===== src/rtl/refill_writer.sv =====
// Cache line refill writer: streams memory beats into the data BRAM and bypasses the missed word.
// Optional build macro REFILL_CRITICAL_WORD_FIRST_EN starts the fill at the missed word offset.
module refill_writer #(
    parameter int DATA_WIDTH   = 32,
    parameter int ADDR_WIDTH   = 8,
    parameter int OFFSET_WIDTH = 2,
    localparam int IW          = ADDR_WIDTH - OFFSET_WIDTH
) (
    input  logic                    clk,
    input  logic                    rst,
    input  logic                    req_valid,
    output logic                    req_ready,
    input  logic [IW-1:0]           req_index,
    input  logic [OFFSET_WIDTH-1:0] req_offset,
    input  logic                    mem_valid,
    output logic                    mem_ready,
    input  logic [DATA_WIDTH-1:0]   mem_data,
    input  logic                    mem_last,
    output logic                    bram_we,
    output logic [ADDR_WIDTH-1:0]   bram_waddr,
    output logic [DATA_WIDTH-1:0]   bram_din,
    output logic                    crit_valid,
    output logic [DATA_WIDTH-1:0]   crit_data,
    output logic                    busy,
    output logic                    done,
    output logic                    err
);

    typedef enum logic [1:0] {
        S_IDLE = 2'd0,
        S_FILL = 2'd1,
        S_DONE = 2'd2
    } state_t;

    state_t                  state_r;
    logic [IW-1:0]           index_r;
    logic [OFFSET_WIDTH-1:0] cur_off_r;
    logic [OFFSET_WIDTH-1:0] crit_off_r;
    logic [OFFSET_WIDTH-1:0] beat_cnt_r;
    logic                    last_err_r;
    logic                    bram_we_r;
    logic [ADDR_WIDTH-1:0]   bram_waddr_r;
    logic [DATA_WIDTH-1:0]   bram_din_r;
    logic                    crit_valid_r;
    logic [DATA_WIDTH-1:0]   crit_data_r;
    logic                    done_r;
    logic                    err_r;

    logic [OFFSET_WIDTH-1:0] start_off_s;
    logic                    final_beat_s;

`ifdef REFILL_CRITICAL_WORD_FIRST_EN
    assign start_off_s = req_offset;
`else
    assign start_off_s = {OFFSET_WIDTH{1'b0}};
`endif

    // Termination counts beats only; mem_last is merely cross-checked.
    assign final_beat_s = (beat_cnt_r == {OFFSET_WIDTH{1'b1}});

    // Refill FSM with registered write port, bypass and status pulses.
    always_ff @(posedge clk or posedge rst) begin
        if (rst) begin
            state_r      <= S_IDLE;
            index_r      <= {IW{1'b0}};
            cur_off_r    <= {OFFSET_WIDTH{1'b0}};
            crit_off_r   <= {OFFSET_WIDTH{1'b0}};
            beat_cnt_r   <= {OFFSET_WIDTH{1'b0}};
            last_err_r   <= 1'b0;
            bram_we_r    <= 1'b0;
            bram_waddr_r <= {ADDR_WIDTH{1'b0}};
            bram_din_r   <= {DATA_WIDTH{1'b0}};
            crit_valid_r <= 1'b0;
            crit_data_r  <= {DATA_WIDTH{1'b0}};
            done_r       <= 1'b0;
            err_r        <= 1'b0;
        end else begin
            bram_we_r    <= 1'b0;
            crit_valid_r <= 1'b0;
            done_r       <= 1'b0;
            err_r        <= 1'b0;
            case (state_r)
                S_IDLE: begin
                    if (req_valid) begin
                        index_r    <= req_index;
                        crit_off_r <= req_offset;
                        cur_off_r  <= start_off_s;
                        beat_cnt_r <= {OFFSET_WIDTH{1'b0}};
                        last_err_r <= 1'b0;
                        state_r    <= S_FILL;
                    end else begin
                        state_r    <= S_IDLE;
                    end
                end
                S_FILL: begin
                    if (mem_valid) begin
                        bram_we_r    <= 1'b1;
                        bram_waddr_r <= {index_r, cur_off_r};
                        bram_din_r   <= mem_data;
                        if (cur_off_r == crit_off_r) begin
                            crit_valid_r <= 1'b1;
                            crit_data_r  <= mem_data;
                        end else begin
                            crit_valid_r <= 1'b0;
                        end
                        cur_off_r  <= cur_off_r + OFFSET_WIDTH'(1);
                        beat_cnt_r <= beat_cnt_r + OFFSET_WIDTH'(1);
                        if (final_beat_s) begin
                            state_r <= S_DONE;
                            done_r  <= 1'b1;
                            err_r   <= last_err_r | ~mem_last;
                        end else begin
                            // An early mem_last is remembered and reported with done.
                            last_err_r <= last_err_r | mem_last;
                        end
                    end else begin
                        state_r <= S_FILL;
                    end
                end
                S_DONE: begin
                    state_r <= S_IDLE;
                end
                default: begin
                    state_r <= S_IDLE;
                end
            endcase
        end
    end

    assign req_ready  = (state_r == S_IDLE);
    assign mem_ready  = (state_r == S_FILL);
    assign busy       = (state_r != S_IDLE);
    assign bram_we    = bram_we_r;
    assign bram_waddr = bram_waddr_r;
    assign bram_din   = bram_din_r;
    assign crit_valid = crit_valid_r;
    assign crit_data  = crit_data_r;
    assign done       = done_r;
    assign err        = err_r;

endmodule

===== config.mk =====
export PLATFORM = sky130hd
export DESIGN_NAME = refill_writer
export DESIGN_NICKNAME = d
export VERILOG_FILES = /design/src/rtl/refill_writer.sv
export SDC_FILE = /design/constraint.sdc
export NUM_CORES = 1
export LEC_CHECK = 0
export ABC_AREA = 1
export BUFFER_PORTS_ARGS = -buffer_cell sky130_fd_sc_hd__buf_2
export CAP_MARGIN = 10
export CORE_AREA = 5 5 101 103
export DETAILED_ROUTE_END_ITERATION = 8
export DIE_AREA = 0 0 106 108
export PLACE_DENSITY = 0.67
export SLEW_MARGIN = 5
export SYNTH_ARGS = -nofsm -noshare
export SYNTH_HDL_FRONTEND = slang
export SYNTH_SLANG_ARGS = --single-unit

===== constraint.sdc =====
create_clock -name clk -period 2.86 [get_ports clk]
set_clock_uncertainty 0.15 [all_clocks]
set_input_delay 0.286 -clock clk [delete_from_list [all_inputs] [get_ports clk]]
set_output_delay 0.286 -clock clk [all_outputs]
set_load 0.005 [all_outputs]

==> results of run 1 <==
==> routing by layer <==
metal  vias to the layer above  global-route usage  wire, um
li1                       1527                   -         -
met1                      1512              0.2106      4037
met2                       113              0.2901      4682
met3                        13             0.04239       575
met4                         0             0.06013       150
met5                         -                   0         0
==> how the worst max path moves through the flow <==
stage,cells after the start,slack (ns),to
5_1_grt,6,0.79,crit_data[15]
6_report,6,0.95,crit_data[11]
4_1_cts,6,0.90,crit_data[5]
3_3_place_gp,6,1.06,crit_data[17]
2_1_floorplan,1,0.06,beat_cnt_r[0]
3_5_place_dp,6,0.92,crit_data[5]
==> report_power, final <==
group	total, mW	switching (mW)	leakage, nW	internal [mW]
Sequential	2.22	0.349	1.13	1.88
Clock	0.958	0.445	0.102	0.512
Combinational	1.92	1.13	1.53	0.789
==> worst register-to-register path, stage by stage, from the launching register on <==
cell	delay [ns]
dfrtp_1	0.40
inv_2	0.08
nand2_1	0.13
nor2_4	0.13
nand3_2	0.58
nand2_1	0.26
nand2_1	0.07
==> cells in the final DEF (no fill, tap or decap) <==
cell type and instances:
buf_4 4, dlygate4sd3_1 36, buf_12 1, a21oi_1 1, nand2_2 1, clkinvlp_4 2, nand2_1 221, nor2_4 1
buf_2 123, nand3_2 2, clkbuf_8 10, nor2_2 1, xnor2_4 1, inv_1 8, nand3_1 34, bufinv_16 2
dfrtp_1 91, nor2_1 5, clkbuf_1 1, inv_2 3, o21ai_0 6, ha_1 1, o21a_1 1, clkinv_2 1
==> final cells by class <==
class / count / area, um2
Clock buffer: 11 / 141.4
Clock inverter: 4 / 75.07
Fill cell: 881 / 4259
Inverter: 12 / 46.29
Multi-Input combinational cell: 275 / 1145
Sequential cell: 91 / 2277
Tap cell: 111 / 138.9
Timing Repair Buffer: 164 / 1026
==> cell families after synthesis <==
family,count (synthesis)
adder cells (fa/ha/maj),1
AO/OA/AOI/OAI,8
XOR/XNOR,1
flip-flops,91
buffers and inverters,29
AND/OR/NAND/NOR,265
==> through the flow <==
step | instance area [um2] | setup slack, ns | total power [mW] | util
2_1_floorplan | 3540 | 0.06039 | 3.254 | -
3_3_place_gp | 4273 | 1.064 | 4.092 | 0.4691
3_5_place_dp | 4273 | 0.9170 | 4.168 | 0.4691
4_1_cts | 4850 | 0.8995 | 5.174 | 0.5324
5_1_grt | 4850 | 0.7925 | 5.520 | 0.5324
6_report | 4850 | 0.9453 | 5.104 | 0.5324
==> flip-flops by register name, summed over array words and instances (netlist names) <==
name and flops:
beat_cnt_r 2, bram_din 32, bram_waddr 8, bram_we 1, crit_data 32, crit_off_r 2, crit_valid 1, cur_off_r 2
done 1, err 1, index_r 6, last_err_r 1, state_r 2
==> synth_stat cells <==
master / n / share of area
nand2_1: 221 / 0.23
dfrtp_1: 91 / 0.64
nand3_1: 34 / 0.048
inv_1: 9 / 0.0095
buf_2: 7 / 0.0099
clkbuf_1: 7 / 0.0074
o21ai_0: 6 / 0.0085
nor2_1: 5 / 0.0053
buf_4: 3 / 0.0064
inv_2: 3 / 0.0032
nand3_2: 2 / 0.0057
a21oi_1: 1 / 0.0014
ha_1: 1 / 0.0035
nand2_2: 1 / 0.0018
nor2_2: 1 / 0.0018
nor2_4: 1 / 0.0032
o21a_1: 1 / 0.0021
xnor2_2: 1 / 0.0046
==> flow_summary_export.csv, run 1 <==
group,metric,value,unit
worst_setup_path,critPathLaunchType,"register",
yosys,ys_ff_latch,91,
floorplan,die_area,11450,um2
sta,holdWs,0.009892,ns
cts,cts_sinks,91,
sta,rsz0062_at_grt,"no",
cells_and_area,final_nets,599,
worst_setup_path,path_max_fanout,33,
sta,slew_viol_final,0,
worst_hold_path,hp-start,"mem_data[0]",
cts,cts_setup_buffers,0,
yosys,synth_simple_gate_area_frac,0.3001,
routing,drtIter0Drc,123,
worst_setup_path,crit_chain,"inv_2, nand2_1, nor2_4, nand3_2, nand2_1, nand2_1",
worst_setup_path,rrSetupSlack,0.95,ns
cts,clk_latency,0.35,ns
global_routing,grtUsageTotal,0.1698,
worst_setup_path,cp.required,2.95,ns
cts,cts-root-buf,"clkbuf_8",
routing,drtPass1Iterations,7,
cts,htree_levels,3,
routing,drc,0,
sta,maxSlewHeadroom,0.4858,
yosys,synth-compound-area-share,0.01202,
sta,worstMarginPinSlew,0.7704,ns
yosys,synth_top_family_by_area,"simple AND/OR/NAND/NOR gates",
placed_design,dp_cells,617,
yosys,synth_cell_type_count,18,
floorplan,floorplan.rows,35,
worst_setup_path,reg2regPathDepth,6,
yosys,muxShareOfSynthArea,0,
floorplan,io_pins,124,
worst_setup_path,cp.arrival,2.00,ns
global_routing,grt_pass1_wl,15480,um
yosys,synthAdderAreaFrac,0.003535,
yosys,synth_area_per_cell,8.961,um2
cells_and_area,antenna_cells,0,
worst_hold_path,hold_depth,3,
sta,fin_crit,1.915,ns
power_and_ir_drop,leakage,2.765,nW
worst_setup_path,cp_top_family,"simple AND/OR/NAND/NOR gates",
floorplan,start_util,0.3886,
routing,drt-total-wl,9445,um
routing,num_vias,3165,
yosys,syn-cell-area,3540,um2
yosys,ys_warn_count,0,
worst_setup_path,critPathCaptureType,"register",
yosys,ys_seq_area_frac,0.6433,
yosys,syn-num-nets,441,
cts,post_cts_resized,0,
worst_setup_path,crit_slowest_cell,"nand3_2",
floorplan,chipHeight,108,um
placed_design,port_buffers,123,
cts,ctsHoldBuffers,36,
worst_setup_path,reg2reg_to,"crit_data[11]",
yosys,synth_cells,395,
worst_setup_path,critPathBufInv,1,
worst_setup_path,worstSetupPathType,"reg2reg",
floorplan,dieWidth,106,um
worst_setup_path,cp-startpoint,"state_r[1]",
cts,numCtsBuffers,9,
worst_hold_path,hold_path.class,"in2reg",
cts,clkSlewWorstSetupHoldPaths,0.09,ns
global_routing,antenna_found_initial,0,
worst_setup_path,cp_common_cell,"nand2_1",
global_routing,grt_start_max_net_pins,50,
sta,setup_tns,0,ns
worst_setup_path,crit_path_max_incr_delay,0.58,ns
worst_setup_path,rr_startpoint,"state_r[1]",
run,max_cap_viol_count,0,
routing,via_per_inst,4.738,
placed_design,gp_congestion,0.7829,
cells_and_area,drive_gt1_frac,0.2729,
sta,hold_viol_final,0,
power_and_ir_drop,vdd_drop_max,0.0007122,V
sta,setup_violations,0,
sta,max_clock_freq,522.3,MHz
routing,drtAntennaViolNets,0,
cts,tritoncts,"built",
routing,wl_per_cell,14.14,um
sta,finalCritPeriodShare,0.6695,
status,outcome,"completed",
floorplan,design.core.area,9109,um2
global_routing,grt_pass1_vias,3189,
cells_and_area,syn_to_final_growth,37.01,%
power_and_ir_drop,pwr_density_cell,1052,nW/um2
cts,clock_path_buffers,2,
cells_and_area,final_cell_count_no_fill,668,
global_routing,grt_overflow,0,
yosys,synthXorXnorAreaFrac,0.004595,
placed_design,hpwl,6170,um
worst_hold_path,min_to,"bram_din[0]",
Note: power is estimated with default switching activity, not from simulation.
==> inputs of run 2 (changes only) <==
Settings changed: PLACE_DENSITY 0.67 to default.
Clock period 2.86 ns to 2 ns, I/O delays scaled along.
==> run 2 against run 1 <==
Critical path depth grew 1. Global-route usage grew 0.63 points. Wire length grew 1.4%. Sequential cell count is the same. Register-to-register slack lost 0.60 ns. Fmax grew 15%. Combinational power grew 48%. Via count shrank 1.5%. Non-clock buffer count grew 14. Critical endpoint is now crit_data[28].
==> flow_summary_export.csv, run 2 (same netlist as run 1, synthesis figures left out) <==
group,metric,value,unit
sta,rsz0062_at_grt,"no",
sta,slew_viol_final,0,
floorplan,start_util,0.3886,
cells_and_area,final_cell_count_no_fill,683,
worst_setup_path,path_max_fanout,16,
cts,clock_path_buffers,2,
routing,drtIter0Drc,119,
worst_setup_path,cp_common_cell,"nand2_1",
worst_setup_path,crit_path_max_incr_delay,0.40,ns
routing,via_per_inst,4.564,
cells_and_area,syn_to_final_growth,40.30,%
cells_and_area,drive_gt1_frac,0.2780,
routing,wl_per_cell,14.02,um
routing,drt-total-wl,9579,um
routing,drc,0,
cells_and_area,fin_util,0.5452,
sta,setup_violations,0,
global_routing,grt_pass1_vias,3206,
placed_design,port_buffers,123,
power_and_ir_drop,comb_power_share,0.391,
power_and_ir_drop,pwr_density_cell,1464,nW/um2
power_and_ir_drop,p_int,4.503,mW
worst_hold_path,hold_path.class,"in2reg",
placed_design,dp_cells,624,
cts,cts-root-buf,"clkbuf_8",
floorplan,io_pins,124,
global_routing,grt_pass1_wl,16060,um
worst_setup_path,crit_slowest_cell,"dfrtp_1",
floorplan,design.core.area,9109,um2
power_and_ir_drop,power_frac_clock,0.171,
sta,hold_viol_final,0,
global_routing,antenna_found_initial,0,
routing,drtPass1Iterations,4,
sta,finalCritPeriodShare,0.8294,
worst_setup_path,cp.required,2.09,ns
worst_setup_path,critPathCaptureType,"register",
worst_setup_path,worstSetupPathType,"reg2reg",
cts,tritoncts,"built",
sta,max_clock_freq,602.8,MHz
power_and_ir_drop,vdd_drop_max,0.0005347,V
cts,htree_levels,3,
sta,holdWs,0.06888,ns
power_and_ir_drop,p_switching,2.768,mW
cts,cts_sinks,91,
global_routing,grt_overflow,0,
global_routing,grt_start_max_net_pins,39,
power_and_ir_drop,seqPwrFrac,0.438,
sta,maxSlewHeadroom,0.6436,
cts,clk_latency,0.35,ns
cells_and_area,layout_common_cells,"nand2_1, buf_2, dfrtp_1, dlygate4sd3_1, nand3_1",
worst_setup_path,critPathLaunchType,"register",
sta,fin_crit,1.659,ns
placed_design,hpwl,6560,um
cells_and_area,final_nets,613,
global_routing,grtUsageTotal,0.1761,
routing,num_vias,3117,
run,max_cap_viol_count,0,
power_and_ir_drop,leakage,2.819,nW
cts,numCtsBuffers,9,
sta,setup_tns,0,ns
worst_setup_path,cp.arrival,1.74,ns
cts,cts_setup_buffers,0,
cells_and_area,antenna_cells,0,
sta,worstMarginPinSlew,0.5335,ns
floorplan,floorplan.rows,35,
floorplan,die_area,11450,um2
power_and_ir_drop,switching_share,0.3807,
worst_setup_path,critPathBufInv,2,
cells_and_area,final_common_cell,"nand2_1",
floorplan,chipHeight,108,um
worst_setup_path,crit_chain,"inv_2, nand2_1, nor2_4, nand3_2, buf_4, nand2_1, nand2_1",
cts,post_cts_resized,0,
cts,clkSlewWorstSetupHoldPaths,0.09,ns
routing,drtAntennaViolNets,0,
status,outcome,"completed",
floorplan,dieWidth,106,um
placed_design,gp_congestion,0.7728,
worst_setup_path,cp_top_family,"simple AND/OR/NAND/NOR gates",
==> run 2: cell count changes in the layout (fill, tap and decap cells not counted), sizes merged <==
cell and change:
buf +7, dlygate4sd3 +7, bufinv -1, clkbuf +1, clkinvlp +1
==> run 2: power by group through the flow <==
stage	Sequential [mW]	Combinational, mW	Clock, mW
5_1_grt	3.29	3.28	1.36
2_1_floorplan	3.21	1.45	0
6_report	3.18	2.85	1.24
3_5_place_dp	3.21	2.84	0
4_1_cts	3.18	2.91	1.28
3_3_place_gp	3.20	2.77	0
==> run 2: path summary, 6_finish.rpt <==
path	from	endpoint	slack, ns	cells after the start
worst max-delay path	state_r[1]	crit_data[28]	0.34	7
worst min-delay path	req_valid	state_r[0]	0.07	3
worst max register to register	state_r[1]	crit_data[28]	0.34	7
worst min register to register	crit_data[15]	crit_data[15]	0.33	2
max in group asynchronous	rst	crit_data[27]	0.84	4
min in group asynchronous	rst	bram_din[1]	0.30	3
==> run 2: routing by layer <==
metal  vias to the layer above  wire length [um]  global-route usage
met2                        69              4848              0.3110
met5                         -                 0                   0
li1                       1559                 -                   -
met4                         0               107             0.04163
met3                         8               436             0.03821
met1                      1481              4187              0.2222
==> run 2: final cells by class <==
class / count / area [um2]
fillers: 850 / 4143
flip-flops and latches: 91 / 2277
repair buffers: 178 / 1161
multi-input cells: 275 / 1145
clock buffers: 12 / 145.1
well taps: 111 / 138.9
clock inverters: 4 / 50.05
inverters: 12 / 48.80
==> run 2: worst reg2reg max path, cell delays in order, from the launching register on <==
cell and delay [ns]:
dfrtp_1 0.40, inv_2 0.07, nand2_1 0.13, nor2_4 0.32
nand3_2 0.13, buf_4 0.22, nand2_1 0.08, nand2_1 0.05
==> run 2: through the flow <==
stage	instance area [um2]	power (mW)	setup WS, ns
4_1_cts	4966	7.373	0.3093
6_report	4966	7.270	0.3412
5_1_grt	4966	7.921	0.1502
3_3_place_gp	4340	5.968	0.3990
2_1_floorplan	3543	4.654	0.5863
3_5_place_dp	4340	6.046	0.3294
==> run 2: repair_timing <==
item,in CTS,in global routing
hold buffers,43,0
endpoints found under the setup margin,0,0
endpoints found under the hold margin,93,0
